`src/rtl/dm_prefetch_responder.sv`:
```
// In-order prefetch tracker: accepts {trace_index, mem_addr} requests, fetches each once, then retires them in order.
// Optional DM_RESPONDER_COALESCE_EN: a request whose address matches an occupied slot is retired without a fetch.
module dm_prefetch_responder #(
    parameter int DATA_ADDR_WIDTH   = 32,
    parameter int TRACE_INDEX_WIDTH = 17,
    parameter int TRACKER_DEPTH     = 4
) (
    input  logic                                 clk,
    input  logic                                 rst,
    input  logic                                 req_valid,
    output logic                                 req_ready,
    input  logic [DATA_ADDR_WIDTH-1:0]           req_mem_addr,
    input  logic [TRACE_INDEX_WIDTH-1:0]         req_trace_index,
    output logic                                 ret_valid,
    input  logic                                 ret_ready,
    output logic [TRACE_INDEX_WIDTH-1:0]         ret_trace_index,
    output logic [DATA_ADDR_WIDTH-1:0]           ret_mem_addr,
    output logic                                 mem_req,
    input  logic                                 mem_gnt,
    output logic [DATA_ADDR_WIDTH-1:0]           mem_addr,
    input  logic                                 mem_rvalid,
    output logic [$clog2(TRACKER_DEPTH):0]       occupancy
);

    localparam int PW = $clog2(TRACKER_DEPTH);
    localparam int OW = PW + 1;
    localparam logic [PW-1:0] PTR_ONE  = PW'(1'b1);
    localparam logic [OW-1:0] OCC_ONE  = OW'(1'b1);
    localparam logic [OW-1:0] OCC_FULL = OW'(TRACKER_DEPTH);

    typedef enum logic [1:0] {
        ST_IDLE   = 2'd0,
        ST_ISSUE  = 2'd1,
        ST_WAIT   = 2'd2,
        ST_RETIRE = 2'd3
    } state_t;

    state_t                         state_r;
    state_t                         next_state_s;
    logic                           occ_r   [TRACKER_DEPTH];
    logic                           proc_r  [TRACKER_DEPTH];
    logic                           skip_r  [TRACKER_DEPTH];
    logic [DATA_ADDR_WIDTH-1:0]     addr_r  [TRACKER_DEPTH];
    logic [TRACE_INDEX_WIDTH-1:0]   index_r [TRACKER_DEPTH];
    logic [PW-1:0]                  hd_r;
    logic [PW-1:0]                  tl_r;
    logic                           accept_s;
    logic                           retire_fire_s;
    logic                           start_issue_s;
    logic                           enter_retire_s;
    logic                           match_s;

    // Ready depends only on registered occupancy; a same-cycle retirement does not open a slot early.
    assign req_ready = (occupancy != OCC_FULL);
    assign accept_s  = req_valid && req_ready;

`ifdef DM_RESPONDER_COALESCE_EN
    // Address match against occupied slots, excluding the head slot being freed this cycle.
    always_comb begin
        match_s = 1'b0;
        for (int i = 0; i < TRACKER_DEPTH; i++) begin
            match_s = match_s | (occ_r[i] && !(retire_fire_s && (hd_r == PW'(i)))
                                 && (addr_r[i] == req_mem_addr));
        end
    end
`else
    // Coalescing disabled: every request fetches.
    always_comb begin
        match_s = 1'b0;
    end
`endif

    // Issue FSM next-state decode on the head slot.
    always_comb begin
        next_state_s   = state_r;
        start_issue_s  = 1'b0;
        retire_fire_s  = 1'b0;
        case (state_r)
            ST_IDLE: begin
                if (occ_r[hd_r] && skip_r[hd_r]) begin
                    next_state_s = ST_RETIRE;
                end else if (occ_r[hd_r] && !proc_r[hd_r]) begin
                    next_state_s  = ST_ISSUE;
                    start_issue_s = 1'b1;
                end else begin
                    next_state_s = ST_IDLE;
                end
            end
            ST_ISSUE: begin
                if (mem_gnt) begin
                    next_state_s = ST_WAIT;
                end else begin
                    next_state_s = ST_ISSUE;
                end
            end
            ST_WAIT: begin
                if (mem_rvalid) begin
                    next_state_s = ST_RETIRE;
                end else begin
                    next_state_s = ST_WAIT;
                end
            end
            ST_RETIRE: begin
                if (ret_ready) begin
                    next_state_s  = ST_IDLE;
                    retire_fire_s = 1'b1;
                end else begin
                    next_state_s = ST_RETIRE;
                end
            end
            default: begin
                next_state_s = ST_IDLE;
            end
        endcase
        enter_retire_s = (state_r != ST_RETIRE) && (next_state_s == ST_RETIRE);
    end

    // FSM state register.
    always_ff @(posedge clk) begin
        if (rst) begin
            state_r <= ST_IDLE;
        end else begin
            state_r <= next_state_s;
        end
    end

    // Tracker slots, pointers and occupancy; allocation and free never target the same slot.
    always_ff @(posedge clk) begin
        if (rst) begin
            for (int i = 0; i < TRACKER_DEPTH; i++) begin
                occ_r[i]   <= 1'b0;
                proc_r[i]  <= 1'b0;
                skip_r[i]  <= 1'b0;
                addr_r[i]  <= {DATA_ADDR_WIDTH{1'b0}};
                index_r[i] <= {TRACE_INDEX_WIDTH{1'b0}};
            end
            hd_r      <= {PW{1'b0}};
            tl_r      <= {PW{1'b0}};
            occupancy <= {OW{1'b0}};
        end else begin
            if (accept_s) begin
                occ_r[tl_r]   <= 1'b1;
                proc_r[tl_r]  <= 1'b0;
                skip_r[tl_r]  <= match_s;
                addr_r[tl_r]  <= req_mem_addr;
                index_r[tl_r] <= req_trace_index;
                tl_r          <= tl_r + PTR_ONE;
            end
            if (start_issue_s) begin
                proc_r[hd_r] <= 1'b1;
            end
            if (retire_fire_s) begin
                occ_r[hd_r]   <= 1'b0;
                proc_r[hd_r]  <= 1'b0;
                skip_r[hd_r]  <= 1'b0;
                addr_r[hd_r]  <= {DATA_ADDR_WIDTH{1'b0}};
                index_r[hd_r] <= {TRACE_INDEX_WIDTH{1'b0}};
                hd_r          <= hd_r + PTR_ONE;
            end
            case ({accept_s, retire_fire_s})
                2'b10:   occupancy <= occupancy + OCC_ONE;
                2'b01:   occupancy <= occupancy - OCC_ONE;
                default: occupancy <= occupancy;
            endcase
        end
    end

    // Registered memory and retirement outputs, captured on state entry so they hold stable.
    always_ff @(posedge clk) begin
        if (rst) begin
            mem_req         <= 1'b0;
            mem_addr        <= {DATA_ADDR_WIDTH{1'b0}};
            ret_valid       <= 1'b0;
            ret_trace_index <= {TRACE_INDEX_WIDTH{1'b0}};
            ret_mem_addr    <= {DATA_ADDR_WIDTH{1'b0}};
        end else begin
            mem_req   <= (next_state_s == ST_ISSUE);
            ret_valid <= (next_state_s == ST_RETIRE);
            if (start_issue_s) begin
                mem_addr <= addr_r[hd_r];
            end
            if (enter_retire_s) begin
                ret_trace_index <= index_r[hd_r];
                ret_mem_addr    <= addr_r[hd_r];
            end
        end
    end

endmodule

```
`config.mk`:
```
export PLATFORM = sky130hd
export DESIGN_NAME = dm_prefetch_responder
export DESIGN_NICKNAME = d
export VERILOG_FILES = /design/src/rtl/dm_prefetch_responder.sv
export SDC_FILE = /design/constraint.sdc
export NUM_CORES = 1
export LEC_CHECK = 0
export CAP_MARGIN = 25
export CORE_ASPECT_RATIO = 0.9
export CORE_MARGIN = 2
export CORE_UTILIZATION = 45
export DETAILED_ROUTE_END_ITERATION = 16
export HOLD_SLACK_MARGIN = 0.15
export PLACE_DENSITY = 0.66
export SLEW_MARGIN = 0
export SYNTH_ARGS = -nofsm -noshare
export SYNTH_HDL_FRONTEND = slang
export SYNTH_SLANG_ARGS = --single-unit
```
`constraint.sdc`:
```
create_clock -name clk -period 5.15 [get_ports clk]
set_clock_uncertainty 0.05 [all_clocks]
set_input_delay 1.03 -clock clk [delete_from_list [all_inputs] [get_ports clk]]
set_output_delay 1.03 -clock clk [all_outputs]
set_load 0.01 [all_outputs]
```
; ---- Word-level counts from Yosys, hierarchy flattened
; Memories as Yosys holds them, arrays and structs flattened. A register that Yosys moved wholly into a read port is not among the register bits.
; Index checks and enable logic that the tools add are counted.
[totals]
regBits = 75
latchBits = 0
mem_bits_rw = 204
mem_bits_ro = 0
input_bits = 55
output_inout_bits = 87
elab_cells = 95
n_memories = 4
[mem_list]
columns = memory, words, word_bits, read_ports, rd_ports_with_merged_regs, wr, line_no
row1 = addr_r, 4, 32, 1, 1, 4, 43  ; logic [DATA_ADDR_WIDTH-1:0] addr_r [TRACKER_DEPTH];
row2 = index_r, 4, 17, 1, 1, 4, 44  ; logic [TRACE_INDEX_WIDTH-1:0] index_r [TRACKER_DEPTH];
row3 = occ_r, 4, 1, 1, 1, 4, 40  ; logic occ_r [TRACKER_DEPTH];
row4 = proc_r, 4, 1, 1, 1, 4, 41  ; logic proc_r [TRACKER_DEPTH];
[op_classes]
addsub = 4
n_mul = 0
div_mod_pow = 0
n_lt_le_gt_ge = 0
eq_ne = 9
shift = 0
muxes = 54
n_bitwise = 1
reduce_logical = 15
[op_table]
columns = op, n
row1 = two-way mux 32 bit, 2
row2 = OR reduction 32 bit, 2
row3 = two-way mux 17 bit, 2
row4 = two-way mux 2 bit, 17
row5 = OR reduction 17 bit, 2
row6 = two-way mux 1 bit, 31
row7 = equality test 2 bit (second input constant), 4
row8 = case mux 2 bit (4 select lines), 1
row9 = equality test 2 x 1 -> 1 bit (second input constant), 3
row10 = case mux 3 bit (2 select lines), 1
row11 = adder 2 x 1 -> 2 bit (second input constant), 2
row12 = OR reduction 1 bit, 4
row13 = adder 3 x 1 -> 3 bit (second input constant), 1
row14 = logical AND 1 bit, 3
row15 = inequality test 3 bit (second input constant), 1
row16 = subtractor 3 x 1 -> 3 bit (second input constant), 1
row17 = logical NOT 2 bit, 1
row18 = inequality test 2 bit (second input constant), 1
row19 = nonzero test 2 bit, 1
row20 = logical AND 1 bit (second input constant), 1
row21 = logical NOT 1 bit, 1
row22 = bitwise OR 1 bit, 1

; ---- Logic depth before layout (Yosys ltp)
[logic_depth]
ltp_word = 11
ltp_mapped = 10
depth_no_buf = 9

; ---- Worst setup path after synthesis
; No wires, ideal clock.
[synth_path]
path_kind = input -> register
start = input req_valid
end = register occupancy[2]
setup_ns = 0.071
arrival_ns = 2.640
required_ns = 5.029
path_slack_ns = 2.389
cell_stages = 9
n_path_buf = 2
path_cell_list = clkbuf_1 clkbuf_1 nand2_1 ha_1 inv_1 fa_1 xor2_1 or3_1 a21oi_1
[synth_via]
elab_chain_cells = 3
elab_cells_between_ends = 5
cone_classes = 2 x eq/ne / 1 x mux / 2 x reduce/logical
[synth_rtl]
columns = element, line_no
row1 = start: declaration, 10  ; input logic req_valid,
row2 = logical AND 1 bit *, 55  ; assign accept_s = req_valid && req_ready;
row3 = equality test 2 x 1 -> 1 bit or equality test 2 bit (tied branches), 160  ; case ({accept_s, retire_fire_s})
row4 = case mux 3 bit (2 select lines) or nonzero test 2 bit (tied branches), -
row5 = end signal: assignment, 161  ; 2'b10: occupancy <= occupancy + OCC_ONE;
row6 = end signal: assignment, 162  ; 2'b01: occupancy <= occupancy - OCC_ONE;
row7 = end signal: assignment, 163  ; default: occupancy <= occupancy;
row8 = end: declaration, 22  ; output logic [$clog2(TRACKER_DEPTH):0] occupancy
; Mark *: on every way between the ends. The rest lies on a longest branch, timed or not.
; A chain may end at the register's enable or synchronous reset.

==> impl_metrics.csv <==
group,metric,value,unit
power,p_total,5.36,mW
timing,max_slew_margin,32.0,%
timing,tns,0,ns
detailed_routing,first_pass_iters,8,
timing,slew_violations,0,
worst_hold_path,hold_class,"reg -> reg",
final_layout,nFillCells,2567,
detailed_routing,routedWlPerCell,22.2,um
timing,fmaxAchievable,318,MHz
die,rows,59,
final_layout,insertedDiodeCount,0,
final_layout,multi_input_area,6370,sq um
power,powerDensity,340,nW/um^2
detailed_routing,detail-route-antenna-nets,0,
detailed_routing,vias,11600,
logic_synthesis,synth.most_common_cell,"dfxtp_1",
timing,timing.hold.ws,0.405,ns
power,peakVddDrop,0.000271,V
setup_path,r2r-start,"occupancy[2]",
setup_path,r2r_end,"addr_r[3][21]",
clock_tree,cts_resized,0,
placed_design,placed_area,14600,sq um
logic_synthesis,synth_common_cells,"dfxtp_1 (294), a21oi_1 (202), nand2_1 (167)",
setup_path,cpMaxStageDelayCell,"buf_2",
placed_design,port_buffers,141,
logic_synthesis,ys_types,53,
clock_tree,clock_latency,0.56,ns
logic_synthesis,ys_warn_count,0,
clock_tree,cts_made_buffers,31,
power,power_leakage,5.24,nW
clock_tree,postCtsSetupRepairBufs,0,
outcome,status,"finished, final reports clean",
setup_path,worstPathArrival,3.59,ns
setup_path,crit_family,"buffers and inverters",
logic_synthesis,syn_inst,1361,
detailed_routing,drtIter0Drc,1353,
setup_path,crit_chain,"buf_2 > inv_2 > nor4b_4 > buf_4 > a22o_1",
grt,grt_pass1_wl,63600,um
final_layout,nets,1439,
die,io_pins,142,
timing,rsz0062_at_grt,"false",
logic_synthesis,synth_seq_cells,298,
setup_path,startpoint_type,"input port",
setup_path,cp_max_fo,52,
clock_tree,h-tree-depth,1,
detailed_routing,vias_per_cell,6.46,
die,dieHeight,167,um
setup_path,required,5.60,ns
worst_hold_path,hold_start,"ret_mem_addr[8]",
detailed_routing,wl,40000,um
logic_synthesis,netlist_area,13300,sq um
setup_path,end_kind,"register",
grt,grt_max_degree,118,
final_layout,ff_latch_area,6010,sq um
logic_synthesis,async_reset_ff_share,0,%
final_layout,fin_area,15800,sq um
timing,setup_viol,0,
logic_synthesis,synth_top_area_cell,"dfxtp_1",
placed_design,post-place-ws,1.49,ns
clock_tree,clk_pin_slew_worst_paths,0.06,ns
logic_synthesis,synth_area_leaders,"dfxtp_1 (44%), o311ai_0 (8.8%), mux4_2 (8.3%)",
clock_tree,cts_tree,"yes",
grt,gr-total-overflow,0,
grt,grt_usage,25.2,%
logic_synthesis,synth.yosys.seq_area_share,45.3,%
die,dieArea,30900,sq um
job,drv_cap,0,
setup_path,crit_path_max_incr_delay,0.73,ns
placed_design,place.gp.congestion,0.787,
setup_path,r2r_cells,6,
logic_synthesis,synth_edf_count,4,
clock_tree,hold_buffers,0,
timing,worstMarginPinSlew,1.02,ns
timing,hold_violations,0,
timing,fin_ws,2.00,ns
logic_synthesis,yosys_most_used_dff,"dfxtp_1",
clock_tree,clock_path_buffers,3,
logic_synthesis,synth_area_per_cell,9.74,sq um
worst_hold_path,holdPathEnd,"ret_mem_addr[8]",
placed_design,dp_hpwl,21600,um
timing,fin_crit_sh,61.1,%
setup_path,worst-path-buf-inv,3,
die,core,28900,sq um
timing,finalCriticalPeriod,3.15,ns
die,fp.dieW,185,um
die,start_util,45.8,%
setup_path,path_class,"in -> reg",
worst_hold_path,holdPathStages,2,
detailed_routing,drc_errors,0,
logic_synthesis,synth_top_area_share,44.4,%
final_layout,area_growth,18.8,%
logic_synthesis,synth_nets,1422,
clock_tree,cts_root_buffer,"clkbuf_16",
grt,antenna_found_initial,0,
clock_tree,cts_sinks,298,
setup_path,reg2reg_slack,2.13,ns
final_layout,drive_above_1_share,11.5,%
grt,grt_pass1_vias,11300,
## cells by family (layout without fill, tap and decap cells)
logic type      Yosys count  after routing  share of synthesized area [%]
buf+inv                 196            236                           6.93
simple gates            358            358                           14.3
flops                   298            298                           45.3
fa+ha+maj                 6              6                          0.623
mux                      82             82                           10.8
compound gates          418            418                           21.9
xor+xnor                  3              3                          0.198
## sequential cells by signal, summed over array words and instances (netlist names), named ones only
name	count
addr_r	128
index_r	68
mem_addr	32
ret_mem_addr	32
ret_trace_index	17
occ_r	4
proc_r	4
occupancy	3
hd_r	2
state_r	2
tl_r	2
mem_req	1
ret_valid	1
## stage by stage
step	instances	util, %
floorplan	1361	-
global placement	1735	50.1
detailed placement	1738	50.3
CTS	1794	54.2
global route	1797	54.4
finish	1797	54.4
## routing by layer
layer,share of wire [%],track usage (%),vias to the layer above
met5,0,0,-
met4,2.2,6.63,0
met3,7.8,3.39,59
met2,45,38.9,529
met1,45,37.1,5717
li1,-,-,5308
## layout by cell type (no fill, tap or decap), types with 3 or more instances in the layout
| master | synthesis | routed |
|---|---|---|
| a21oi_1 | 202 | 202 |
| a22o_1 | 49 | 49 |
| a311oi_1 | 3 | 3 |
| a31oi_1 | 6 | 6 |
| and3_2 | 0 | 3 |
| buf_12 | 0 | 3 |
| buf_16 | 0 | 3 |
| buf_4 | 7 | 24 |
| bufinv_16 | 0 | 5 |
| clkbuf_16 | 0 | 31 |
| clkbuf_8 | 0 | 9 |
| clkdlybuf4s50_1 | 0 | 139 |
| clkinv_2 | 0 | 7 |
| dfxtp_1 | 294 | 291 |
| edfxtp_1 | 4 | 4 |
| ha_1 | 5 | 5 |
| inv_1 | 6 | 5 |
| mux2i_1 | 33 | 33 |
| mux4_2 | 49 | 49 |
| nand2_1 | 167 | 167 |
| nand3_1 | 4 | 4 |
| nand4_1 | 147 | 147 |
| nor2_1 | 9 | 9 |
| nor4b_1 | 4 | 4 |
| o311ai_0 | 134 | 134 |
| o311ai_1 | 13 | 13 |
| or2_2 | 3 | 3 |
## worst register-to-register path, cell delays in order (launching register included)
cell and delay, ns:
dfxtp_1 0.44, nor3b_4 0.28, buf_4 0.63, buf_4 0.76, nor4b_4 0.15, buf_4 0.32
a22o_1 0.30
## how the worst max path moves through the flow
| stage | end | slack [ns] | start | cells after the start |
|---|---|---|---|---|
| 2_1_floorplan | occupancy[2] | 2.39 | req_valid | 9 |
| 3_3_place_gp | addr_r[3][13] | 1.51 | req_valid | 5 |
| 3_5_place_dp | addr_r[3][5] | 1.49 | req_valid | 5 |
| 4_1_cts | req_ready | 2.04 | occupancy[0] | 3 |
| 5_1_grt | addr_r[0][11] | 1.80 | rst | 5 |
| 6_report | addr_r[3][21] | 2.00 | req_valid | 5 |
## power by group
group	switching [mW]	internal, mW	leakage [nW]
sequential	0.0508	2.39	2.42
clock	0.945	1.48	0.552
combinational	0.308	0.192	2.26
## final cells by class
cell class,count,area share (%)
multi-input combinational,867,40.4
sequential,298,38.2
timing repair buffer,171,10.9
clock buffer,42,5.76
tap,396,3.15
clock inverter,14,1.28
inverter,9,0.262
Power figures use the tool's default switching activity.
